**config.mk**
```make
export PLATFORM = sky130hd
export DESIGN_NAME = fdiv_issue_ctrl
export DESIGN_NICKNAME = d
export VERILOG_FILES = /design/src/rtl/fp_pkg.sv /design/src/rtl/fdiv_issue_ctrl.sv
export SDC_FILE = /design/constraint.sdc
export NUM_CORES = 1
export LEC_CHECK = 0
export BUFFER_PORTS_ARGS = -buffer_cell sky130_fd_sc_hd__buf_2
export CORE_MARGIN = 4
export CORE_UTILIZATION = 35
export CTS_CLUSTER_DIAMETER = 40
export CTS_CLUSTER_SIZE = 28
export DETAILED_ROUTE_END_ITERATION = 7
export PLACE_DENSITY = 0.75
export SYNTH_ARGS = -nofsm -noshare
export SYNTH_HDL_FRONTEND = slang
export SYNTH_SLANG_ARGS = --single-unit
```
**constraint.sdc**
```tcl
create_clock -name clk -period 2.07 [get_ports clk]
set_clock_uncertainty 0.2 [all_clocks]
set_input_delay 0 -clock clk [delete_from_list [all_inputs] [get_ports clk]]
set_output_delay 0 -clock clk [all_outputs]
set_load 0.02 [all_outputs]
```
**src/rtl/fp_pkg.sv**
```systemverilog
// Shared FP divider types: error codes, issue-controller states and divider constants.
package fp_pkg;

    typedef enum logic [2:0] {
        NONE      = 3'd0,
        INVALID   = 3'd1,
        DIVBYZERO = 3'd2,
        OVERFLOW  = 3'd3,
        UNDERFLOW = 3'd4,
        INEXACT   = 3'd5
    } o_err_t;

    typedef enum logic [2:0] {
        IDLE  = 3'd0,
        START = 3'd1,
        ITER  = 3'd2,
        DRAIN = 3'd3,
        RESP  = 3'd4
    } fdiv_ctrl_state_t;

    localparam int          FDIV_RESULT_LAT = 3;
    localparam logic [31:0] FP_QNAN         = 32'h7fc00000;

endpackage

```
**src/rtl/fdiv_issue_ctrl.sv**
```systemverilog
// Issues one divide at a time to the Newton divider and returns result/err/tag to writeback.
// Latency: accept -> rsp_valid_o = 1 + iteration window + RESULT_LAT + 1 cycles.
// Backpressure: req_ready_o only in IDLE; response held stable until rsp_ready_i. FDIV_WATCHDOG_EN adds an ITER timeout.
module fdiv_issue_ctrl
    import fp_pkg::*;
#(
    parameter int RESULT_LAT = FDIV_RESULT_LAT,
    parameter int TAG_W      = 5,
    parameter int CNT_W      = 16,
    parameter int MAX_ITER   = 32
) (
    input  logic             clk,
    input  logic             rstn,
    input  logic             req_valid_i,
    output logic             req_ready_o,
    input  logic [31:0]      req_a_i,
    input  logic [31:0]      req_b_i,
    input  logic [1:0]       req_rm_i,
    input  logic [TAG_W-1:0] req_tag_i,
    output logic [31:0]      div_a_o,
    output logic [31:0]      div_b_o,
    output logic [1:0]       div_rm_o,
    output logic             div_fdiv_o,
    output logic             div_ena_o,
    input  logic             div_busy_i,
    input  logic             div_stall_i,
    input  logic [31:0]      div_s_i,
    input  o_err_t           div_err_i,
    output logic             rsp_valid_o,
    input  logic             rsp_ready_i,
    output logic [31:0]      rsp_s_o,
    output o_err_t           rsp_err_o,
    output logic [TAG_W-1:0] rsp_tag_o,
    output logic [CNT_W-1:0] done_cnt_o,
    output logic             ctrl_busy_o
);

    localparam int DW = (RESULT_LAT > 1) ? $clog2(RESULT_LAT) : 1;

    if (RESULT_LAT < 1 || MAX_ITER < 2) begin : g_param_chk
        $error("fdiv_issue_ctrl: RESULT_LAT must be >= 1 and MAX_ITER >= 2");
    end

    fdiv_ctrl_state_t state;
    logic [TAG_W-1:0] tag_q;
    logic [DW-1:0]    drain_cnt;
    logic             seen_stall;

`ifdef FDIV_WATCHDOG_EN
    localparam int WD_W = $clog2(MAX_ITER + 1);
    logic [WD_W-1:0] wd_cnt;
`endif

    assign req_ready_o = (state == IDLE);
    assign ctrl_busy_o = (state != IDLE);

    always_ff @(posedge clk or negedge rstn) begin
        if (!rstn) begin
            state       <= IDLE;
            tag_q       <= '0;
            drain_cnt   <= '0;
            seen_stall  <= 1'b0;
            div_a_o     <= '0;
            div_b_o     <= '0;
            div_rm_o    <= '0;
            div_fdiv_o  <= 1'b0;
            div_ena_o   <= 1'b0;
            rsp_valid_o <= 1'b0;
            rsp_s_o     <= '0;
            rsp_err_o   <= NONE;
            rsp_tag_o   <= '0;
            done_cnt_o  <= '0;
`ifdef FDIV_WATCHDOG_EN
            wd_cnt      <= '0;
`endif
        end else begin
            unique case (state)
                IDLE: begin
                    if (req_valid_i) begin
                        div_a_o    <= req_a_i;
                        div_b_o    <= req_b_i;
                        div_rm_o   <= req_rm_i;
                        tag_q      <= req_tag_i;
                        div_fdiv_o <= 1'b1;
                        div_ena_o  <= 1'b1;
                        state      <= START;
                    end
                end
                START: begin
                    div_fdiv_o <= 1'b0;
                    seen_stall <= 1'b0;
`ifdef FDIV_WATCHDOG_EN
                    wd_cnt     <= '0;
`endif
                    state      <= ITER;
                end
                ITER: begin
                    if (div_stall_i)
                        seen_stall <= 1'b1;
                    // Iteration is over only once a stall window has opened and closed.
                    if (seen_stall && !div_stall_i && !div_busy_i) begin
                        drain_cnt <= DW'(RESULT_LAT - 1);
                        state     <= DRAIN;
                    end
`ifdef FDIV_WATCHDOG_EN
                    else if (wd_cnt == WD_W'(MAX_ITER - 1)) begin
                        rsp_s_o     <= FP_QNAN;
                        rsp_err_o   <= INVALID;
                        rsp_tag_o   <= tag_q;
                        div_ena_o   <= 1'b0;
                        rsp_valid_o <= 1'b1;
                        state       <= RESP;
                    end else begin
                        wd_cnt <= wd_cnt + 1'b1;
                    end
`endif
                end
                DRAIN: begin
                    if (drain_cnt == '0) begin
                        rsp_s_o     <= div_s_i;
                        rsp_err_o   <= div_err_i;
                        rsp_tag_o   <= tag_q;
                        div_ena_o   <= 1'b0;
                        rsp_valid_o <= 1'b1;
                        state       <= RESP;
                    end else begin
                        drain_cnt <= drain_cnt - 1'b1;
                    end
                end
                RESP: begin
                    if (rsp_ready_i) begin
                        rsp_valid_o <= 1'b0;
                        done_cnt_o  <= done_cnt_o + 1'b1;
                        state       <= IDLE;
                    end
                end
                default: state <= IDLE;
            endcase
        end
    end

endmodule

```
# == After elaboration in Yosys (flattened, before gate mapping) ==
# Index checks and enable logic that the tools add are counted.
# word_totals
regBits,136
input_bits,112
out_inout_bits,127
elab_cells,64
# classes
n_addsub,2
eq_ne,10
mux,17
reduce_logical,21
# op_table
op,count
$add 16x1->16 const B,1
$pmux 3 s5,1
$mux 3,4
$ne 2x2->1 const B,6
$reduce_and 2->1,5
$reduce_bool 2->1,5
$reduce_and 3->1,3
$pmux 1 s2,4
$eq 3x2->1 const B,2
$mux 1,5
$mux 2,2
$pmux 2 s2,1
$reduce_and 4->1,1
$eq 3x1->1 const B,1
$eq 3x3->1 const B,1
$logic_not 3->1,1
$reduce_bool 3->1,1
$logic_and 1x1->1,2
$logic_not 1->1,2
$logic_not 2->1,1
$sub 2x1->2 const B,1

# == Logic depth before layout (Yosys ltp) ==
# Gate-level depths: netlist of the first run.
# logic_depth
word_depth,5
depth_mapped,7

# == Least setup slack after synthesis of the first run ==
# No wires, ideal clock.
# synth_path
path_type,flip-flop to flip-flop
start,register done_cnt_o[0]
end,register done_cnt_o[8]
setup_ps,129
arrival_time_ps,1596
required_ps,1741
setup_slack_ps,144
path_stages_with_launch,6
period_less_slack_ps,1926
cell_sequence,dfrtp_1 -> ha_1 -> nand4_1 -> nor4_1 -> nand4_1 -> xnor2_1
# synth_between
elab_chain_cells,1
# synth_lines
item,line,text
from (decl),fdiv_issue_ctrl.sv:34,"output logic [CNT_W-1:0] done_cnt_o,"
from (signal assigned),fdiv_issue_ctrl.sv:133,done_cnt_o <= done_cnt_o + 1'b1;
$add 16x1->16,fdiv_issue_ctrl.sv:133,
# No other way between the ends.
# A chain may end at the register's enable or synchronous reset.

# == Worst setup path in the final report of the first run ==
# layout_path
start,register state[2]
end,register div_b_o[1]
# layout_between
elab_chain_cells,2
# layout_lines
item,line,text
from (decl),fdiv_issue_ctrl.sv:44,fdiv_ctrl_state_t state;
from (signal assigned),fdiv_issue_ctrl.sv:59,state <= IDLE;
from (signal assigned),fdiv_issue_ctrl.sv:86,state <= START;
from (signal assigned),fdiv_issue_ctrl.sv:95,state <= ITER;
$logic_not 3->1,fdiv_issue_ctrl.sv:77,unique case (state)
$reduce_and 2->1 (no source line),--,
to (signal assigned),fdiv_issue_ctrl.sv:81,div_b_o <= req_b_i;
to (decl),fdiv_issue_ctrl.sv:21,"output logic [31:0] div_b_o,"
# No other way between the ends.

==> flow_metrics.env, run 1 <==
export IMPL_seq_power_share_pct=36.5
export IMPL_hold_depth=3
export IMPL_synthesis_area_mm2=0.00525
export IMPL_routed_wl_um=14500
export IMPL_antenna_found_initial=0
export IMPL_cp_num_buf_inv=1
export IMPL_grt_max_degree=69
export IMPL_grt_pass1_vias=4608
export IMPL_netlist_area_leader_share_pct=64.8
export IMPL_synth_top_area_cell="dfrtp_1"
export IMPL_finalPower_w=0.0125
export IMPL_initial_core_util_pct=36.0
export IMPL_slowest_delay_ns=0.47
export IMPL_finalSetupTns_ns=0
export IMPL_grt_pass1_wl_um=22600
export IMPL_relSlewSlack_pct=71.3
export IMPL_post_synth_main_area_contributors="dfrtp_1 (65%), mux2_2 (23%), xnor2_1 (2.0%)"
export IMPL_clk_pin_slew_worst_paths_ns=0.06
export IMPL_h_tree_depth=4
export IMPL_pre_cts_slack_ns=0.125
export IMPL_path_max_fanout=44
export IMPL_ys_seq_area_share_pct=64.8
export IMPL_nFillCells=1093
export IMPL_grt_total_usage_pct=16.9
export IMPL_fin_cells=902
export IMPL_vias=4183
export IMPL_clk_path_buf_depth=2
export IMPL_syn2layout_area_growth_pct=60.9
export IMPL_post_route_period_util_pct=95.0
export IMPL_ant_nets=0
export IMPL_r2r_slack_ns=0.10
export IMPL_pwr_share_clk_pct=24.0
export IMPL_timing_rr_start="state[2]"
export IMPL_hp_start="req_a_i[26]"
export IMPL_drive_gt1_share_pct=54.3
export IMPL_clock_fmax_mhz=509
export IMPL_synthFlopType="dfrtp_1"
export IMPL_root_buffer="clkbuf_16"
export IMPL_finalWorstSetupSlack_ns=0.104
export IMPL_cts_buffers=17
export IMPL_hold_viol=0
export IMPL_worstMarginPinSlew_ns=0.430
export IMPL_io_pins=239
export IMPL_setup_viol_count_final=0
export IMPL_async_flop_share_pct=100
export IMPL_end_kind="flip-flop"
export IMPL_p_sw_share_pct=36.3
export IMPL_outcome="finished, final reports clean"
export IMPL_rows=44
export IMPL_syn_nets=453
export IMPL_slew_viol_final=0
export IMPL_period_minus_slack_ns=1.97
export IMPL_drt_iter0_markers=100
export IMPL_drt_pass1_iterations=4
export IMPL_wl_per_cell_um=16.1
export IMPL_p_per_area_mw_per_mm2=1480
export IMPL_fp_dieW_um=130
export IMPL_dieHeight_um=130
export IMPL_die_area_mm2=0.0170
export IMPL_synth_edff_count=0
export IMPL_r2r_end="div_b_o[1]"
export IMPL_cts_tree="yes"
export IMPL_p_comb_share_pct=39.5
export IMPL_cap_violations=0
export IMPL_reg2regPathDepth=4
export IMPL_synthesis_instances=339
export IMPL_dp_hpwl_um=9240
export IMPL_p_leak_nw=4.08
export IMPL_post_synth_top_count_cell="dfrtp_1"
export IMPL_hp_class="input port to flip-flop"
export IMPL_clock_latency_ns=0.41
export IMPL_design_core_area_mm2=0.0146
export IMPL_cp_required_ns=2.15
export IMPL_cts_sinks=136
export IMPL_synth_cell_type_count=32
export IMPL_crit_chain="nand2b_1 -> nor3_4 -> buf_12 -> mux2_2"
export IMPL_cts_setup_buffers=0
export IMPL_ys_warn_count=0
export IMPL_io_buffers=238
export IMPL_nNetsFinal=818
export IMPL_place_gp_congestion=0.765
export IMPL_p_int_w=0.00795
export IMPL_yosys_top_cells_count="dfrtp_1 (136), mux2_2 (108), buf_2 (12), xnor2_1 (12), nand2_1 (11)"
export IMPL_criticalPathCategory="flip-flop to flip-flop"
export IMPL_viasPerCell=4.64
export IMPL_path_delay_family="flip-flops"
export IMPL_critPathArrivalTime_ns=2.05
export IMPL_syn_area_per_cell_um2=15.5
export IMPL_irDropWorstVdd_mv=0.834
export IMPL_net_switching_power_w=0.00454
export IMPL_drc=0
export IMPL_synth_seq_cells=136
export IMPL_dp_cells=756
export IMPL_rsz0062_at_grt="false"
export IMPL_grt_ovfl_total=0
export IMPL_critPathLaunchType="flip-flop"
export IMPL_slowest_stage="dfrtp_1"
export IMPL_min_to="div_a_o[26]"
[cells by family (layout without fill, tap and decap cells)]
group	Yosys count	in the layout	share of synthesized area [%]
mux	113	113	24.2
flops	136	136	64.8
simple gates	42	42	4.69
fa+ha+maj	2	2	0.476
buf+inv	20	398	1.93
other cells	0	1	0
compound gates	11	11	1.36
xor+xnor	15	15	2.50
[metal layers]
layer	track usage, %	part of all wire, %
met1	19.1	38
met2	29.4	51
met3	6.79	8.8
met4	5.44	1.3
met5	0	0
[what timing repair did]
action / CTS / global route
gates resized for setup: 0 / 0
hold buffers: 113 / 0
endpoints found under the hold margin: 258 / 0
[worst register-to-register path, delay by kind of cell (launching register included)]
family	cells	cell delay, ns
and+or+nand+nor	2	0.47
buffers and inverters	1	0.28
muxes	1	0.41
DFF	1	0.47
[per-stage QoR]
| stage | hold WS [ns] | cell area [um^2] | utilization [%] |
|---|---|---|---|
| floorplan | -0.496 | 5250 | - |
| global route | 0.141 | 8450 | 57.9 |
| detailed placement | -0.177 | 6730 | 46.1 |
| global placement | -0.183 | 6730 | 46.1 |
| finish | 0.145 | 8450 | 57.9 |
| CTS | 0.126 | 8450 | 57.9 |
[final cells by class]
cell class / instances / area, um^2 / share of cell area (%)
Sequential cell: 136 / 3400 / 40.3
Timing Repair Buffer: 362 / 2460 / 29.1
Multi-Input combinational cell: 183 / 1750 / 20.7
Clock buffer: 19 / 433 / 5.12
Tap cell: 184 / 230 / 2.72
Clock inverter: 13 / 155 / 1.84
Inverter: 4 / 15.0 / 0.178
Antenna cell: 1 / 2.50 / 0.0296
[sequential cells by signal (all words and copies together), names as in the netlist]
register     cells
tag_q            5
div_ena_o        1
state            3
rsp_tag_o        5
div_fdiv_o       1
rsp_err_o        3
rsp_valid_o      1
drain_cnt        2
div_b_o         32
seen_stall       1
div_rm_o         2
done_cnt_o      16
rsp_s_o         32
div_a_o         32
[worst max-delay path by stage]
| stage | from | to | slack (ns) | cells after the start |
|---|---|---|---|---|
| 2_1_floorplan | done_cnt_o[0] | done_cnt_o[8] | 0.14 | 5 |
| 3_3_place_gp | state[2] | div_a_o[19] | 0.19 | 4 |
| 3_5_place_dp | state[2] | rsp_s_o[22] | 0.13 | 4 |
| 4_1_cts | state[2] | rsp_s_o[5] | 0.12 | 4 |
| 5_1_grt | state[2] | done_cnt_o[7] | 0.02 | 4 |
| 6_report | state[2] | div_b_o[1] | 0.10 | 4 |
[power groups by stage]
| stage | Sequential, W | Clock (W) | Combinational, W |
|---|---|---|---|
| 5_1_grt | 0.00469 | 0.00318 | 0.00529 |
| 6_report | 0.00455 | 0.00300 | 0.00493 |
| 4_1_cts | 0.00453 | 0.00307 | 0.00494 |
| 2_1_floorplan | 0.00586 | 0 | 0.00164 |
| 3_5_place_dp | 0.00455 | 0 | 0.00477 |
| 3_3_place_gp | 0.00449 | 0 | 0.00464 |
[layout by cell type (no fill, tap or decap), types with 2 or more instances in the layout]
master,instances
dfrtp_1,136
ha_1,2
nor2_1,3
clkinv_2,5
nand2_1,11
buf_2,237
xnor2_1,12
a22o_1,2
buf_4,7
and4_1,3
o21ai_0,4
mux2_2,108
nand4_1,4
xor2_1,3
dlygate4sd3_1,113
bufinv_16,3
mux2_1,5
nor3b_1,2
and3_1,4
buf_12,4
nor3_1,2
nand2b_1,2
clkinvlp_4,3
nand3_1,3
clkinv_4,2
clkbuf_1,2
inv_1,4
clkbuf_16,17
a21oi_1,2
No activity file was read; power rests on OpenSTA's default activity.
==> run 2: changes to the inputs <==
--- a/config.mk
+++ b/config.mk
@@ -6,12 +6,14 @@
 export NUM_CORES = 1
 export LEC_CHECK = 0
 export BUFFER_PORTS_ARGS = -buffer_cell sky130_fd_sc_hd__buf_2
+export CELL_PAD_IN_SITES_DETAIL_PLACEMENT = 0
+export CELL_PAD_IN_SITES_GLOBAL_PLACEMENT = 1
 export CORE_MARGIN = 4
 export CORE_UTILIZATION = 35
 export CTS_CLUSTER_DIAMETER = 40
 export CTS_CLUSTER_SIZE = 28
 export DETAILED_ROUTE_END_ITERATION = 7
-export PLACE_DENSITY = 0.75
+export PLACE_DENSITY = 0.89
 export SYNTH_ARGS = -nofsm -noshare
 export SYNTH_HDL_FRONTEND = slang
 export SYNTH_SLANG_ARGS = --single-unit
==> flow_metrics.env, run 2 (synthesis gave the netlist of run 1 again) <==
export IMPL_outcome="finished, final reports clean"
export IMPL_grt_total_usage_pct=16.8
export IMPL_io_pins=239
export IMPL_r2r_end="div_b_o[18]"
export IMPL_drive_gt1_share_pct=54.3
export IMPL_mostFrequentLayoutCells="buf_2 (237), dfrtp_1 (136), dlygate4sd3_1 (113)"
export IMPL_post_route_period_util_pct=92.4
export IMPL_timing_rr_start="state[2]"
export IMPL_placed_area_mm2=0.00673
export IMPL_cts_tree="yes"
export IMPL_path_delay_family="flip-flops"
export IMPL_finalWorstSetupSlack_ns=0.157
export IMPL_critPathArrivalTime_ns=2.01
export IMPL_hp_class="input port to flip-flop"
export IMPL_worstMarginPinSlew_ns=0.502
export IMPL_pre_cts_slack_ns=0.171
export IMPL_crit_chain="nand2b_1 -> nor3_4 -> buf_12 -> mux2_2"
export IMPL_seq_power_share_pct=35.4
export IMPL_cp_num_buf_inv=1
export IMPL_p_per_area_mw_per_mm2=1500
export IMPL_root_buffer="clkbuf_16"
export IMPL_ctsResizeCount=0
export IMPL_pwr_share_clk_pct=25.8
export IMPL_drt_pass1_iterations=4
export IMPL_routed_wl_um=14300
export IMPL_clock_fmax_mhz=523
export IMPL_wl_per_cell_um=15.9
export IMPL_period_minus_slack_ns=1.91
export IMPL_cap_violations=0
export IMPL_clk_path_buf_depth=2
export IMPL_grt_pass1_vias=4423
export IMPL_relSlewSlack_pct=66.5
export IMPL_hold_viol=0
export IMPL_setup_viol_count_final=0
export IMPL_grt_pass1_wl_um=22200
export IMPL_io_buffers=238
export IMPL_vias=4135
export IMPL_ant_nets=0
export IMPL_place_gp_congestion=0.769
export IMPL_reg_top3="div_a_o: 32 flops, div_b_o: 32 flops, rsp_s_o: 32 flops"
export IMPL_critPathLaunchType="flip-flop"
export IMPL_rows=44
export IMPL_p_comb_share_pct=38.8
export IMPL_finalPower_w=0.0128
export IMPL_cp_required_ns=2.16
export IMPL_net_switching_power_w=0.00454
export IMPL_cp_endpoint="div_b_o[18]"
export IMPL_drt_iter0_markers=162
export IMPL_grt_ovfl_total=0
export IMPL_design_core_area_mm2=0.0146
export IMPL_criticalPathCategory="flip-flop to flip-flop"
export IMPL_dp_hpwl_um=9210
export IMPL_antenna_cells=0
export IMPL_nNetsFinal=818
export IMPL_rsz0062_at_grt="false"
export IMPL_final_common_cell="buf_2"
export IMPL_drc=0
export IMPL_p_int_w=0.00822
export IMPL_grt_max_degree=54
export IMPL_cp_startpoint="state[2]"
export IMPL_p_sw_share_pct=35.6
export IMPL_fp_dieW_um=130
export IMPL_h_tree_depth=4
export IMPL_final_area_mm2=0.00851
export IMPL_p_leak_nw=4.10
export IMPL_fin_util_pct=58.3
export IMPL_cts_sinks=136
export IMPL_dieHeight_um=130
export IMPL_path_max_fanout=42
export IMPL_die_area_mm2=0.0170
export IMPL_slew_viol_final=0
export IMPL_r2r_slack_ns=0.16
export IMPL_finalSetupTns_ns=0
export IMPL_nFillCells=1111
export IMPL_viasPerCell=4.59
export IMPL_cts_buffers=17
export IMPL_reg2regPathDepth=4
export IMPL_clock_latency_ns=0.41
export IMPL_initial_core_util_pct=36.0
export IMPL_antenna_found_initial=0
export IMPL_worst_path_stages=4
export IMPL_irDropWorstVdd_mv=0.801
export IMPL_slowest_delay_ns=0.47
export IMPL_hold_depth=3
export IMPL_clk_pin_slew_worst_paths_ns=0.06
export IMPL_syn2layout_area_growth_pct=62.1
export IMPL_slowest_stage="dfrtp_1"
export IMPL_end_kind="flip-flop"
==> run 2: how the worst min path moves through the flow <==
stage | from | to
floorplan | rstn | div_a_o[0]
finish | req_a_i[22] | div_a_o[22]
global placement | rstn | div_ena_o
global route | req_a_i[8] | div_a_o[8]
detailed placement | rstn | rsp_s_o[4]
CTS | req_a_i[22] | div_a_o[22]
==> run 2: area by class of cell <==
cell class / instances / area (um^2) / area share [%]
sequential: 136 / 3400 / 40.0
timing repair buffer: 362 / 2460 / 28.9
multi-input combinational: 183 / 1750 / 20.6
clock buffer: 19 / 433 / 5.09
tap: 184 / 230 / 2.70
clock inverter: 13 / 218 / 2.56
inverter: 4 / 15.0 / 0.176
==> run 2: tightest hold or removal path, delay by kind of cell <==
kind	cells	cell delay, ns
buf+inv	2	0.61
mux	1	0.11
==> run 2: timing repair <==
action / CTS / global route
buffers inserted: 0 / 0
endpoints found under the hold margin: 258 / 0
hold buffers: 113 / 0
==> run 2: stage by stage <==
step           hold WS (ns)  instances
3_5_place_dp         -0.216        756
4_1_cts               0.122        901
6_report              0.152        901
2_1_floorplan        -0.496        339
3_3_place_gp         -0.235        756
5_1_grt               0.143        901
==> run 2: per-layer routing <==
metal | share of wire, % | wire length [um] | global-route usage, %
met1 | 40 | 5700 | 19.7
met4 | 2.4 | 344 | 7.20
met5 | 0 | 0 | 0
met2 | 48 | 6890 | 27.8
met3 | 9.8 | 1400 | 5.93
==> run 2: power groups by stage <==
| stage | Clock (W) | Sequential [W] | Combinational (W) |
|---|---|---|---|
| after global placement | 0 | 0.00446 | 0.00466 |
| after detailed placement | 0 | 0.00452 | 0.00479 |
| after floorplan | 0 | 0.00586 | 0.00164 |
| after global routing | 0.00349 | 0.00467 | 0.00529 |
| final | 0.00329 | 0.00451 | 0.00495 |
| after CTS | 0.00340 | 0.00450 | 0.00496 |
==> run 3: changes to the inputs <==
--- a/config.mk
+++ b/config.mk
@@ -8,12 +8,12 @@
 export BUFFER_PORTS_ARGS = -buffer_cell sky130_fd_sc_hd__buf_2
 export CELL_PAD_IN_SITES_DETAIL_PLACEMENT = 0
 export CELL_PAD_IN_SITES_GLOBAL_PLACEMENT = 1
-export CORE_MARGIN = 4
 export CORE_UTILIZATION = 35
 export CTS_CLUSTER_DIAMETER = 40
 export CTS_CLUSTER_SIZE = 28
 export DETAILED_ROUTE_END_ITERATION = 7
-export PLACE_DENSITY = 0.89
+export PLACE_DENSITY_LB_ADDON = 0.1
 export SYNTH_ARGS = -nofsm -noshare
 export SYNTH_HDL_FRONTEND = slang
 export SYNTH_SLANG_ARGS = --single-unit
+export TNS_END_PERCENT = 20
==> flow_metrics.env, run 3 (synthesis gave the netlist of run 1 again) <==
export IMPL_worstMarginPinSlew_ns=0.471
export IMPL_place_gp_congestion=0.749
export IMPL_slowest_stage="dfrtp_1"
export IMPL_post_route_period_util_pct=91.2
export IMPL_dp_hpwl_um=8580
export IMPL_rsz0062_at_grt="false"
export IMPL_fp_dieW_um=124
export IMPL_drt_met1_wl_um=5460
export IMPL_dr_wl_met3_um=900
export IMPL_wl_per_cell_um=14.3
export IMPL_wl_met2_um=6260
export IMPL_antenna_cells=0
export IMPL_vias=4005
export IMPL_highest_layer="met4"
export IMPL_drive_gt1_share_pct=54.0
export IMPL_period_minus_slack_ns=1.89
export IMPL_irDropWorstVdd_mv=0.780
export IMPL_syn2layout_area_growth_pct=60.5
export IMPL_p_leak_nw=4.08
export IMPL_clk_path_buf_depth=2
export IMPL_net_switching_power_w=0.00429
export IMPL_viasPerCell=4.46
export IMPL_nFillCells=1221
export IMPL_grt_pass1_vias=4419
export IMPL_clock_fmax_mhz=530
export IMPL_dp_cells=757
export IMPL_cp_required_ns=2.16
export IMPL_critPathArrivalTime_ns=1.97
export IMPL_pre_cts_slack_ns=0.186
export IMPL_cap_violations=0
export IMPL_mostFrequentLayoutCells="buf_2 (237), dfrtp_1 (136), dlygate4sd3_1 (113)"
export IMPL_fin_util_pct=57.8
export IMPL_p_comb_share_pct=40.0
export IMPL_finalWorstSetupSlack_ns=0.182
export IMPL_p_sw_share_pct=35.1
export IMPL_pwr_share_clk_pct=23.4
export IMPL_cp_num_buf_inv=1
export IMPL_relSlewSlack_pct=68.6
export IMPL_grt_pass1_wl_um=22000
export IMPL_cts_setup_buffers=0
export IMPL_crit_chain="nand2b_1 -> nor3_4 -> buf_12 -> mux2_2"
export IMPL_criticalPathCategory="flip-flop to flip-flop"
export IMPL_cts_hold_buffers=113
export IMPL_routed_wl_um=12900
export IMPL_setup_viol_count_final=0
export IMPL_fin_cells=897
export IMPL_seq_power_share_pct=36.5
export IMPL_finalSetupTns_ns=0
export IMPL_dieHeight_um=124
export IMPL_grt_ovfl_total=0
export IMPL_reg_top3="div_a_o: 32 flops, div_b_o: 32 flops, rsp_s_o: 32 flops"
export IMPL_outcome="finished, final reports clean"
export IMPL_die_area_mm2=0.0155
export IMPL_hold_viol=0
export IMPL_clock_latency_ns=0.40
export IMPL_rows=44
export IMPL_design_core_area_mm2=0.0146
export IMPL_path_max_fanout=72
export IMPL_ant_nets=0
export IMPL_grt_max_degree=73
export IMPL_h_tree_depth=4
export IMPL_slew_viol_final=0
export IMPL_hp_class="input port to flip-flop"
export IMPL_r2r_slack_ns=0.18
export IMPL_root_buffer="clkbuf_16"
export IMPL_cts_sinks=136
export IMPL_cts_tree="yes"
export IMPL_cts_buffers=17
export IMPL_final_common_cell="buf_2"
export IMPL_p_per_area_mw_per_mm2=1450
export IMPL_io_pins=239
export IMPL_drt_pass1_iterations=4
export IMPL_initial_core_util_pct=36.0
export IMPL_clk_pin_slew_worst_paths_ns=0.05
export IMPL_critPathLaunchType="flip-flop"
export IMPL_slowest_delay_ns=0.40
export IMPL_drc=0
export IMPL_drt_iter0_markers=91
export IMPL_antenna_found_initial=0
export IMPL_nNetsFinal=819
export IMPL_end_kind="flip-flop"
export IMPL_ctsResizeCount=0
export IMPL_io_buffers=238
export IMPL_grt_total_usage_pct=18.1
export IMPL_path_delay_family="flip-flops"
export IMPL_p_int_w=0.00793
[run 3: path summary, 6_finish.rpt]
check,from,end,cells after the start
setup / recovery,state[2],div_a_o[6],4
max in group asynchronous,rstn,done_cnt_o[6],4
setup reg to reg,state[2],div_a_o[6],4
min in group asynchronous,rstn,done_cnt_o[11],3
hold reg to reg,done_cnt_o[15],done_cnt_o[15],1
hold / removal,req_a_i[21],div_a_o[21],3
[run 3: final cells by class]
| type | instances | area, um^2 | area share, % |
|---|---|---|---|
| multi-input combinational | 183 | 1750 | 20.8 |
| clock inverter | 4 | 70.1 | 0.831 |
| inverter | 4 | 15.0 | 0.178 |
| timing repair buffer | 363 | 2470 | 29.3 |
| clock buffer | 23 | 488 | 5.79 |
| sequential | 136 | 3400 | 40.4 |
| tap | 184 | 230 | 2.73 |
[run 3: routing by layer]
metal	GRT usage, %	vias up
met1	21.3	1899
met2	30.1	167
met3	5.93	18
li1	-	1921
met5	0	-
met4	7.73	0
[run 3: worst reg2reg max path: cells and delay by family, from the launching register on]
| kind | cells | cell delay [ns] |
|---|---|---|
| buffers and inverters | 1 | 0.32 |
| flip-flops | 1 | 0.40 |
| multiplexers | 1 | 0.49 |
| AND/OR/NAND/NOR | 2 | 0.36 |
[run 3: power by group through the flow]
stage	registers (W)	logic, W	clock network (W)
CTS	0.00447	0.00494	0.00296
global route	0.00465	0.00525	0.00308
detailed placement	0.00449	0.00477	0
global placement	0.00446	0.00469	0
finish	0.00446	0.00489	0.00287
floorplan	0.00586	0.00164	0
[run 3: stage by stage]
step / area (um^2) / hold slack [ns] / power, W
final: 8430 / 0.152 / 0.0122
after CTS: 8430 / 0.125 / 0.0124
after detailed placement: 6740 / -0.227 / 0.00926
after global placement: 6740 / -0.226 / 0.00915
after global routing: 8430 / 0.145 / 0.0130
after floorplan: 5250 / -0.496 / 0.00750
